## config.mk

```make
export PLATFORM = sky130hd
export DESIGN_NAME = ripple_count_sampler
export DESIGN_NICKNAME = d
export VERILOG_FILES = /design/src/rtl/ripple_cnt_pkg.sv /design/src/rtl/bit_sync.sv /design/src/rtl/ripple_count_sampler.sv
export SDC_FILE = /design/constraint.sdc
export NUM_CORES = 1
export LEC_CHECK = 0
export ABC_AREA = 0
export BUFFER_PORTS_ARGS = -buffer_cell sky130_fd_sc_hd__buf_2
export CAP_MARGIN = 20
export CORE_ASPECT_RATIO = 0.6
export CORE_MARGIN = 4
export CORE_UTILIZATION = 60
export CTS_BUF_LIST = sky130_fd_sc_hd__clkbuf_4 sky130_fd_sc_hd__clkbuf_8 sky130_fd_sc_hd__clkbuf_16
export DETAILED_ROUTE_END_ITERATION = 8
export PLACE_DENSITY = 0.84
export RECOVER_POWER = 100
export SETUP_SLACK_MARGIN = 0.3
export SLEW_MARGIN = 20
export SYNTH_ARGS = -nofsm -noshare
export SYNTH_HDL_FRONTEND = slang
export SYNTH_SLANG_ARGS = --single-unit
```

## constraint.sdc

```tcl
create_clock -name clk -period 5.2 [get_ports clk]
set_input_delay 1.04 -clock clk [delete_from_list [all_inputs] [get_ports clk]]
set_output_delay 1.04 -clock clk [all_outputs]
set_load 0.01 [all_outputs]
```

## src/rtl/ripple_cnt_pkg.sv

```systemverilog
// Shared types and helpers for the ripple counter sampler: FSM states,
// the event record layout at default widths, and the modulo down-count delta.
package ripple_cnt_pkg;

    localparam int unsigned CW_DEF  = 3;
    localparam int unsigned SW_DEF  = 8;
    localparam int unsigned DELTA_W = 32;

    typedef enum logic {
        PRIME = 1'b0,
        TRACK = 1'b1
    } state_t;

    typedef struct packed {
        logic [CW_DEF-1:0] count;
        logic [SW_DEF-1:0] steps;
        logic              wrap;
        logic              merged;
    } event_rec_t;

    // Ticks elapsed going down from last to v, reduced modulo 2^w.
    function automatic logic [DELTA_W-1:0] down_delta(
        input logic [DELTA_W-1:0] last,
        input logic [DELTA_W-1:0] v,
        input int unsigned        w
    );
        logic [DELTA_W-1:0] mask;
        mask = (w >= DELTA_W) ? '1 : ((DELTA_W'(1) << w) - DELTA_W'(1));
        return (last - v) & mask;
    endfunction

endpackage

```

## src/rtl/bit_sync.sv

```systemverilog
// Single-bit multi-flop synchroniser for bringing one ripple counter bit
// into the clk domain; cleared by the asynchronous reset.
module bit_sync #(
    parameter int unsigned STAGES = 2
) (
    input  logic clk,
    input  logic rst,
    input  logic d,
    output logic q
);

    logic [STAGES-1:0] ff;

    // NOTE: sequential state uses <= so every flop samples pre-edge values.
    always_ff @(posedge clk or posedge rst) begin
        if (rst) begin
            ff <= '0;
        end else begin
            ff <= {ff[STAGES-2:0], d};
        end
    end

    assign q = ff[STAGES-1];

endmodule

```

## src/rtl/ripple_count_sampler.sv

```systemverilog
// Samples an asynchronous ripple down counter, filters out staggered-bit
// transients, and emits handshaked tick-count events plus a running total.
module ripple_count_sampler
    import ripple_cnt_pkg::*;
#(
    parameter int unsigned CW            = 3,
    parameter int unsigned SYNC_STAGES   = 2,
    parameter int unsigned STABLE_CYCLES = 2,
    parameter int unsigned SW            = 8,
    parameter int unsigned EXT_W         = 16
) (
    input  logic             clk,
    input  logic             rst,
    input  logic             en,
    input  logic [CW-1:0]    cnt_in,
    output logic             out_valid,
    input  logic             out_ready,
    output logic [CW-1:0]    out_count,
    output logic [SW-1:0]    out_steps,
    output logic             out_wrap,
    output logic             out_merged,
    output logic [EXT_W-1:0] ext_count
);

    localparam int unsigned STAB_W = $clog2(STABLE_CYCLES + 2);
    localparam int unsigned FILL_W = $clog2(SYNC_STAGES + 1);
    localparam int unsigned SUM_W  = ((SW > CW) ? SW : CW) + 1;

    localparam logic [STAB_W-1:0] STAB_ACCEPT = STAB_W'(STABLE_CYCLES);
    localparam logic [STAB_W-1:0] STAB_MAX    = STAB_W'(STABLE_CYCLES + 1);
    localparam logic [FILL_W-1:0] FILL_DONE   = FILL_W'(SYNC_STAGES);
    localparam logic [SUM_W-1:0]  STEPS_MAX   = SUM_W'({SW{1'b1}});

    logic [CW-1:0] s;

    for (genvar i = 0; i < CW; i++) begin : g_sync
        bit_sync #(
            .STAGES(SYNC_STAGES)
        ) u_sync (
            .clk(clk),
            .rst(rst),
            .d  (cnt_in[i]),
            .q  (s[i])
        );
    end

    // The filter waits until the synchronisers have flushed their reset zeros,
    // otherwise that stale zero would be accepted as a real counter value.
    logic [FILL_W-1:0] fill_q;
    logic [CW-1:0]     cand_q;
    logic [STAB_W-1:0] stab_q;
    logic              filter_run;
    logic              accept;

    assign filter_run = en && (fill_q == FILL_DONE);
    assign accept     = filter_run && (stab_q == STAB_ACCEPT);

    always_ff @(posedge clk or posedge rst) begin
        if (rst) begin
            fill_q <= '0;
            cand_q <= '0;
            stab_q <= '0;
        end else begin
            if (fill_q != FILL_DONE) begin
                fill_q <= fill_q + 1'b1;
            end
            if (!filter_run) begin
                cand_q <= '0;
                stab_q <= '0;
            end else if (s != cand_q) begin
                cand_q <= s;
                stab_q <= '0;
            end else if (stab_q != STAB_MAX) begin
                // Saturating one past the accept level makes acceptance one-shot.
                stab_q <= stab_q + 1'b1;
            end
        end
    end

    state_t        state_q;
    state_t        state_d;
    logic [CW-1:0] last_q;
    logic [CW-1:0] delta;
    logic          wrap_ev;
    logic          event_ev;
    logic [SW-1:0] fresh_steps;
    logic [SW-1:0] merged_steps;
    logic [SUM_W-1:0] steps_sum;

    always_comb begin
        // NOTE: defaults first so every path assigns every signal; no latches.
        state_d      = state_q;
        event_ev     = 1'b0;
        delta        = CW'(down_delta(DELTA_W'(last_q), DELTA_W'(cand_q), CW));
        wrap_ev      = (cand_q > last_q);
        steps_sum    = SUM_W'(out_steps) + SUM_W'(delta);
        fresh_steps  = (SUM_W'(delta) > STEPS_MAX) ? SW'(STEPS_MAX) : SW'(delta);
        merged_steps = (steps_sum > STEPS_MAX) ? SW'(STEPS_MAX) : SW'(steps_sum);

        if (!en) begin
            state_d = PRIME;
        end else if (accept) begin
            case (state_q)
                PRIME:   state_d = TRACK;
                TRACK:   event_ev = (cand_q != last_q);
                default: state_d = PRIME;
            endcase
        end
    end

    always_ff @(posedge clk or posedge rst) begin
        if (rst) begin
            state_q <= PRIME;
            last_q  <= '0;
        end else begin
            state_q <= state_d;
            if (accept) begin
                last_q <= cand_q;
            end
        end
    end

    // Output record: fresh load when empty or draining, else coalesce in place.
    always_ff @(posedge clk or posedge rst) begin
        if (rst) begin
            out_valid  <= 1'b0;
            out_count  <= '0;
            out_steps  <= '0;
            out_wrap   <= 1'b0;
            out_merged <= 1'b0;
            ext_count  <= '0;
        end else if (event_ev) begin
            ext_count <= ext_count + EXT_W'(delta);
            out_valid <= 1'b1;
            out_count <= cand_q;
            if (!out_valid || out_ready) begin
                out_steps  <= fresh_steps;
                out_wrap   <= wrap_ev;
                out_merged <= 1'b0;
            end else begin
                out_steps  <= merged_steps;
                out_wrap   <= out_wrap | wrap_ev;
                out_merged <= 1'b1;
            end
        end else if (out_valid && out_ready) begin
            out_valid <= 1'b0;
        end
    end

endmodule
```

==> results of run 1 <==
==> state kept, by name (all words and copies together), names as in the netlist, 2 cells and up <==
name / cells
g_sync.u_sync.ff: 6
cand_q: 3
stab_q: 2
out_steps: 8
last_q: 3
out_count: 3
fill_q: 2
ext_count: 16
==> per-stage QoR <==
stage,util,cells
after global placement,0.684,289
after floorplan,-,211
after CTS,0.708,297
final,0.690,297
after global routing,0.690,297
after detailed placement,0.684,289
==> power groups by stage <==
stage	sequential, mW	combinational (mW)	clock, mW
6_report	0.373	0.0370	0.219
3_5_place_dp	0.381	0.0390	0
2_1_floorplan	0.380	0.0284	0
3_3_place_gp	0.380	0.0374	0
5_1_grt	0.374	0.0428	0.244
4_1_cts	0.373	0.0392	0.224
==> metal layers <==
layer / wire length (um) / GRT usage
met1: 2120 / 0.296
met2: 1750 / 0.265
met3: 385 / 0.0533
met4: 55 / 0.0647
met5: 0 / 0
==> cells in the final DEF (no fill, tap or decap), drive strengths merged, types with 2 or more instances in the layout <==
| master | netlist | layout |
|---|---|---|
| inv | 16 | 16 |
| nor2 | 8 | 8 |
| clkbuf | 0 | 37 |
| a21o | 5 | 5 |
| nand2 | 24 | 24 |
| a41o | 2 | 2 |
| a21oi | 11 | 11 |
| nand4 | 4 | 4 |
| nor4b | 3 | 3 |
| xnor2 | 8 | 8 |
| a31oi | 3 | 3 |
| dfrtp | 47 | 47 |
| and4 | 2 | 2 |
| fa | 3 | 3 |
| nor2b | 4 | 4 |
| nand3 | 3 | 3 |
| nor3 | 4 | 4 |
| and3 | 6 | 6 |
| o21ai | 9 | 9 |
| ha | 12 | 12 |
| xor2 | 13 | 13 |
| buf | 6 | 7 |
==> cell type report <==
type | count | share of cell area
Inverter | 16 | 0.0236
Multi-Input combinational cell | 142 | 0.396
Sequential cell | 47 | 0.463
Timing Repair Buffer | 37 | 0.0591
Clock buffer | 7 | 0.0330
Clock inverter | 1 | 0.00197
Tap cell | 47 | 0.0232
==> worst register-to-register path, cell delays in order, from the launching register on <==
cell and delay, ps:
dfrtp_1 410, ha_1 170, inv_1 60, fa_1 380, xor2_1 210, ha_1 340
a21oi_1 80, nor4b_1 930, nand4_1 210, xnor2_1 180
==> logic make-up (layout without fill, tap and decap cells) <==
kind of cell,after synthesis,count (layout),synth area share
AOI/OAI and AO/OA,40,40,0.113
xor gates and xnor gates,21,21,0.0797
adders and majority gates,15,15,0.0911
buffers and inverters,22,61,0.0423
DFF,47,47,0.510
muxes,2,2,0.00922
and+or+nand+nor,64,64,0.155
==> path summary, 6_finish.rpt <==
kind / from / to / slack, ps / depth (start not counted)
max in group asynchronous: rst / g_sync[0].u_sync.ff[0]$_DFF_PP0_ / 2970 / 2
min reg2reg: g_sync[2].u_sync.ff[0]$_DFF_PP0_ / g_sync[2].u_sync.ff[1]$_DFF_PP0_ / 350 / 0
min in group asynchronous: rst / ext_count[8]$_DFFE_PP0P_ / 1250 / 2
max reg2reg: cand_q[0]$_DFFE_PP0P_ / ext_count[10]$_DFFE_PP0P_ / 2130 / 9
max: cand_q[0]$_DFFE_PP0P_ / ext_count[10]$_DFFE_PP0P_ / 2130 / 9
min: g_sync[2].u_sync.ff[0]$_DFF_PP0_ / g_sync[2].u_sync.ff[1]$_DFF_PP0_ / 350 / 0
==> impl_metrics.toml, run 1 <==
[finish]
nets = 271
multi_input_area_sq_um = 1010
diodes = 0
areaGrowthSynthToFinish_pct = 10.1
fin_area_sq_um = 2540
fillers = 289
register_area_sq_um = 1180
drive_above_1_share = 0.0760

[floorplan]
die_x_um = 88.1
ioPinCount = 37
die_area_sq_um = 4930
start_util = 0.627
fp.coreArea_sq_um = 3680
chipHeight_um = 56.0
rows = 17

[power]
ir_drop_uv = 180
power_switching_share = 0.223
power_frac_seq = 0.594
power_frac_comb = 0.059
cellPowerDensity_nw_per_um2 = 248
p_leak_nw = 1.27
intPower_mw = 0.489
p_clk_frac = 0.348
p_switching_mw = 0.140
finalPower_mw = 0.629

[synthesis]
yosysWarnings = 0
synth_edf_count = 0
async_flop_share = 1.00
synth_area_per_cell_sq_um = 10.9
synth_nets = 233
synth_area_leaders = "dfrtp_1, ha_1, xor2_1, nand2_1, xnor2_1"
synth.top_cells.by_count = "dfrtp_1, nand2_1, inv_1"
synth-main-ff-cell = "dfrtp_1"
ys_seq_area_frac = 0.510
synth_most_common_cell = "dfrtp_1"
synth_top_area_share = 0.510
yosysTopAreaCell = "dfrtp_1"
syn_area_sq_um = 2310
synth_seq_cells = 47
ys_types = 46
postSynthCellCount = 211

[clocking]
numCtsBuffers = 5
cts_tree = "built"
cts-root-buf = "clkbuf_8"
clock_latency_ps = 300
hold_buffers = 0
clockBufferDepth = 2
clk_pin_slew_ps = 80
htreeDepth = 2
cts_sinks = 47
cts_setup_buffers = 0
cts_resized = 0

[status]
status = "finished, violations left"
violations = "max-capacitance violations, max-slew violations"

[worst_setup_path]
arrival_ps = 3260
path_cells = "ha_1 > inv_1 > fa_1 > xor2_1 > ha_1 > a21oi_1 > nor4b_1 > nand4_1 > xnor2_1"
end_kind = "register"
crit_fanout = 6
start_kind = "register"
critPathKind = "register to register"
cp.required_ps = 5390
crit_top_cell = "ha_1"
slowest_delay_ps = 930
critPathTopFamily = "simple AND/OR/NAND/NOR gates"
slowest_stage = "nor4b_1"
cp_num_buf_inv = 1

[sta]
fin_crit_sh = 0.591
slew_viol_final = 48
setup_slack_ps = 2130
worstMarginPinSlew_ps = 1670
setup_tns_ps = 0
skew_ps = 5.90
slew-limit-headroom = -0.116
fin_crit_ps = 3070
whs_ps = 353
finalHoldViolCount = 0
clock.fmax_mhz = 325
setup_violations = 0
rsz0062_at_grt = "false"

[route]
ant_nets = 0
drt_wl_total_mm = 4.31
wire_per_inst_um = 14.5
drc = 0
drtIter0Drc = 85
drt-pass1-iter-count = 4
vias_per_cell = 5.53
via_count = 1642

[placed_design]
hpwlAfterDp_mm = 3.21
gp_congestion = 0.843
dpl_worst_slack_ps = 2450
dpl-instance-area_sq_um = 2520
port_buffers = 36

[hold_path]
hold_path.class = "register to register"

[global_route]
grt_usage = 0.194
overflow = 0
grt_max_degree = 48
grt_pass1_vias = 1605
grt_pass1_wl_mm = 7.47
antenna_found_initial = 0

[run]
cap_viol_max_count = 1
Power figures use the tool's default switching activity.
==> inputs of run 2 (changes only) <==
- CORE_UTILIZATION: 60 -> 56
- PLACE_DENSITY: 0.84 -> 0.79
- clock period: 5.2 -> 3.1 ns (I/O delays scaled with it)
==> run 2 against run 1 <==
The flow still finishes with violations (max-capacitance violations, max-slew violations). Combinational power rose by 79%. Cell count rose by 1.0%. Sequential share of layout area fell by 1.1 points. Global-route usage fell by 0.42 points.
==> impl_metrics.toml, run 2 (synthesis gave the netlist of run 1 again) <==
[sta]
slew_viol_final = 48
worstMarginPinSlew_ps = 1700
whs_ps = 349
fin_crit_ps = 2760
clock.fmax_mhz = 362
skew_ps = 5.70
rsz0062_at_grt = "false"
fin_crit_sh = 0.892
setup_violations = 0
finalHoldViolCount = 0
setup_tns_ps = 0
slew-limit-headroom = -0.137

[placed_design]
port_buffers = 36
hpwlAfterDp_mm = 3.42
gp_congestion = 0.826

[route]
drt-pass1-iter-count = 4
vias_per_cell = 5.58
ant_nets = 0
drc = 0
via_count = 1673
drt_wl_total_mm = 4.62
drtIter0Drc = 85
wire_per_inst_um = 15.4

[worst_setup_path]
cp_num_buf_inv = 2
arrival_ps = 2940
cp.required_ps = 3270
timing.rr.start = "last_q[0]$_DFFE_PP0P_"
r2r_cells = 10
crit_cells = 10
end_kind = "register"
ff2ff_setup_slack_ps = 340
critPathTopFamily = "adder cells"
crit_fanout = 5
start_kind = "register"
worstSetupStartpoint = "last_q[0]$_DFFE_PP0P_"
slowest_delay_ps = 380
slowest_stage = "dfrtp_1"
crit_end = "out_steps[7]$_DFFE_PP0P_"
r2r-end = "out_steps[7]$_DFFE_PP0P_"
path_cells = "inv_1 > ha_1 > inv_1 > fa_1 > xor2_1 > ha_1 > nor2b_4 > or2_2 > o41ai_2 > a21oi_1"
critPathKind = "register to register"

[global_route]
grt_pass1_wl_mm = 7.85
grt_pass1_vias = 1574
antenna_found_initial = 0
grt_max_degree = 48
grt_usage = 0.190
overflow = 0

[finish]
diodes = 0
reg_top3 = "ext_count: 16 flops, out_steps: 8 flops, g_sync.u_sync.ff: 6 flops"
multi_input_area_sq_um = 1040
nets = 274
final_cell_mix = "dfrtp_1, clkbuf_1, nand2_1"
top_register = "ext_count"
fillers = 314
layout_commonest_cell = "dfrtp_1"
drive_above_1_share = 0.0988
register_area_sq_um = 1180
largest_reg_flops = 16
areaGrowthSynthToFinish_pct = 12.9

[floorplan]
die_x_um = 90.9
start_util = 0.606
chipHeight_um = 57.7
fp.coreArea_sq_um = 3810
die_area_sq_um = 5240
rows = 17
ioPinCount = 37

[power]
ir_drop_uv = 301
cellPowerDensity_nw_per_um2 = 419
p_leak_nw = 1.28

[clocking]
numCtsBuffers = 5
cts_sinks = 47
cts-root-buf = "clkbuf_8"
htreeDepth = 2
cts_tree = "built"
clk_pin_slew_ps = 80
clock_latency_ps = 300
clockBufferDepth = 2

[status]
status = "finished, violations left"
violations = "max-capacitance violations, max-slew violations"

[hold_path]
hold_path.class = "register to register"

[run]
cap_viol_max_count = 1
-- run 2: worst register-to-register path, stage by stage (launching register included) --
cell	delay, ps
dfrtp_1	380
inv_1	50
ha_1	130
inv_1	60
fa_1	370
xor2_1	300
ha_1	350
nor2b_4	160
or2_2	340
o41ai_2	380
a21oi_1	120
-- run 2: worst min-delay path by stage --
stage                                                start                               end  slack, ps  depth (start not counted)
final                     g_sync[0].u_sync.ff[0]$_DFF_PP0_  g_sync[0].u_sync.ff[1]$_DFF_PP0_        350                          0
after floorplan           g_sync[0].u_sync.ff[0]$_DFF_PP0_  g_sync[0].u_sync.ff[1]$_DFF_PP0_        330                          0
after detailed placement  g_sync[1].u_sync.ff[0]$_DFF_PP0_  g_sync[1].u_sync.ff[1]$_DFF_PP0_        330                          0
after global routing      g_sync[1].u_sync.ff[0]$_DFF_PP0_  g_sync[1].u_sync.ff[1]$_DFF_PP0_        360                          0
after CTS                 g_sync[1].u_sync.ff[0]$_DFF_PP0_  g_sync[1].u_sync.ff[1]$_DFF_PP0_        350                          0
after global placement    g_sync[2].u_sync.ff[0]$_DFF_PP0_  g_sync[2].u_sync.ff[1]$_DFF_PP0_        330                          0
-- run 2: power breakdown --
group	switching, mW	internal [mW]	total, mW	leakage, nW
Sequential	0.00476	0.621	0.625	0.629
Clock	0.196	0.203	0.398	0.0505
Combinational	0.0416	0.0248	0.0664	0.600
-- run 2: layout make-up --
cell class                      instances  share of cell area
Sequential cell                        47               0.452
Multi-Input combinational cell        142               0.399
Timing Repair Buffer                   40              0.0634
Clock buffer                            7              0.0370
Inverter                               16              0.0231
Tap cell                               47              0.0226
Clock inverter                          1             0.00288
-- run 2: metal layers --
metal  vias to the layer above  global-route usage  routed length, um
met4                         0              0.0515                 48
met1                       795               0.281               2280
met3                         5              0.0493                310
met2                        54               0.280               1980
li1                        819                   -                  -
met5                         -                   0                  0
-- run 2: repair_timing --
item,4_1_cts,5_1_grt
gates resized for setup,1,7
setup endpoints to repair,1,6
setup buffers,0,1
hold buffers,0,0
-- run 2: metrics by stage --
stage | setup slack [ps] | area, sq um | cells | utilization | total power, mW
6_report | 336 | 2600 | 300 | 0.684 | 1.09
5_1_grt | 188 | 2600 | 300 | 0.684 | 1.15
4_1_cts | 319 | 2640 | 299 | 0.694 | 1.11
3_5_place_dp | 297 | 2530 | 291 | 0.665 | 0.704
3_3_place_gp | 424 | 2530 | 291 | 0.665 | 0.701
2_1_floorplan | 613 | 2310 | 211 | - | 0.685
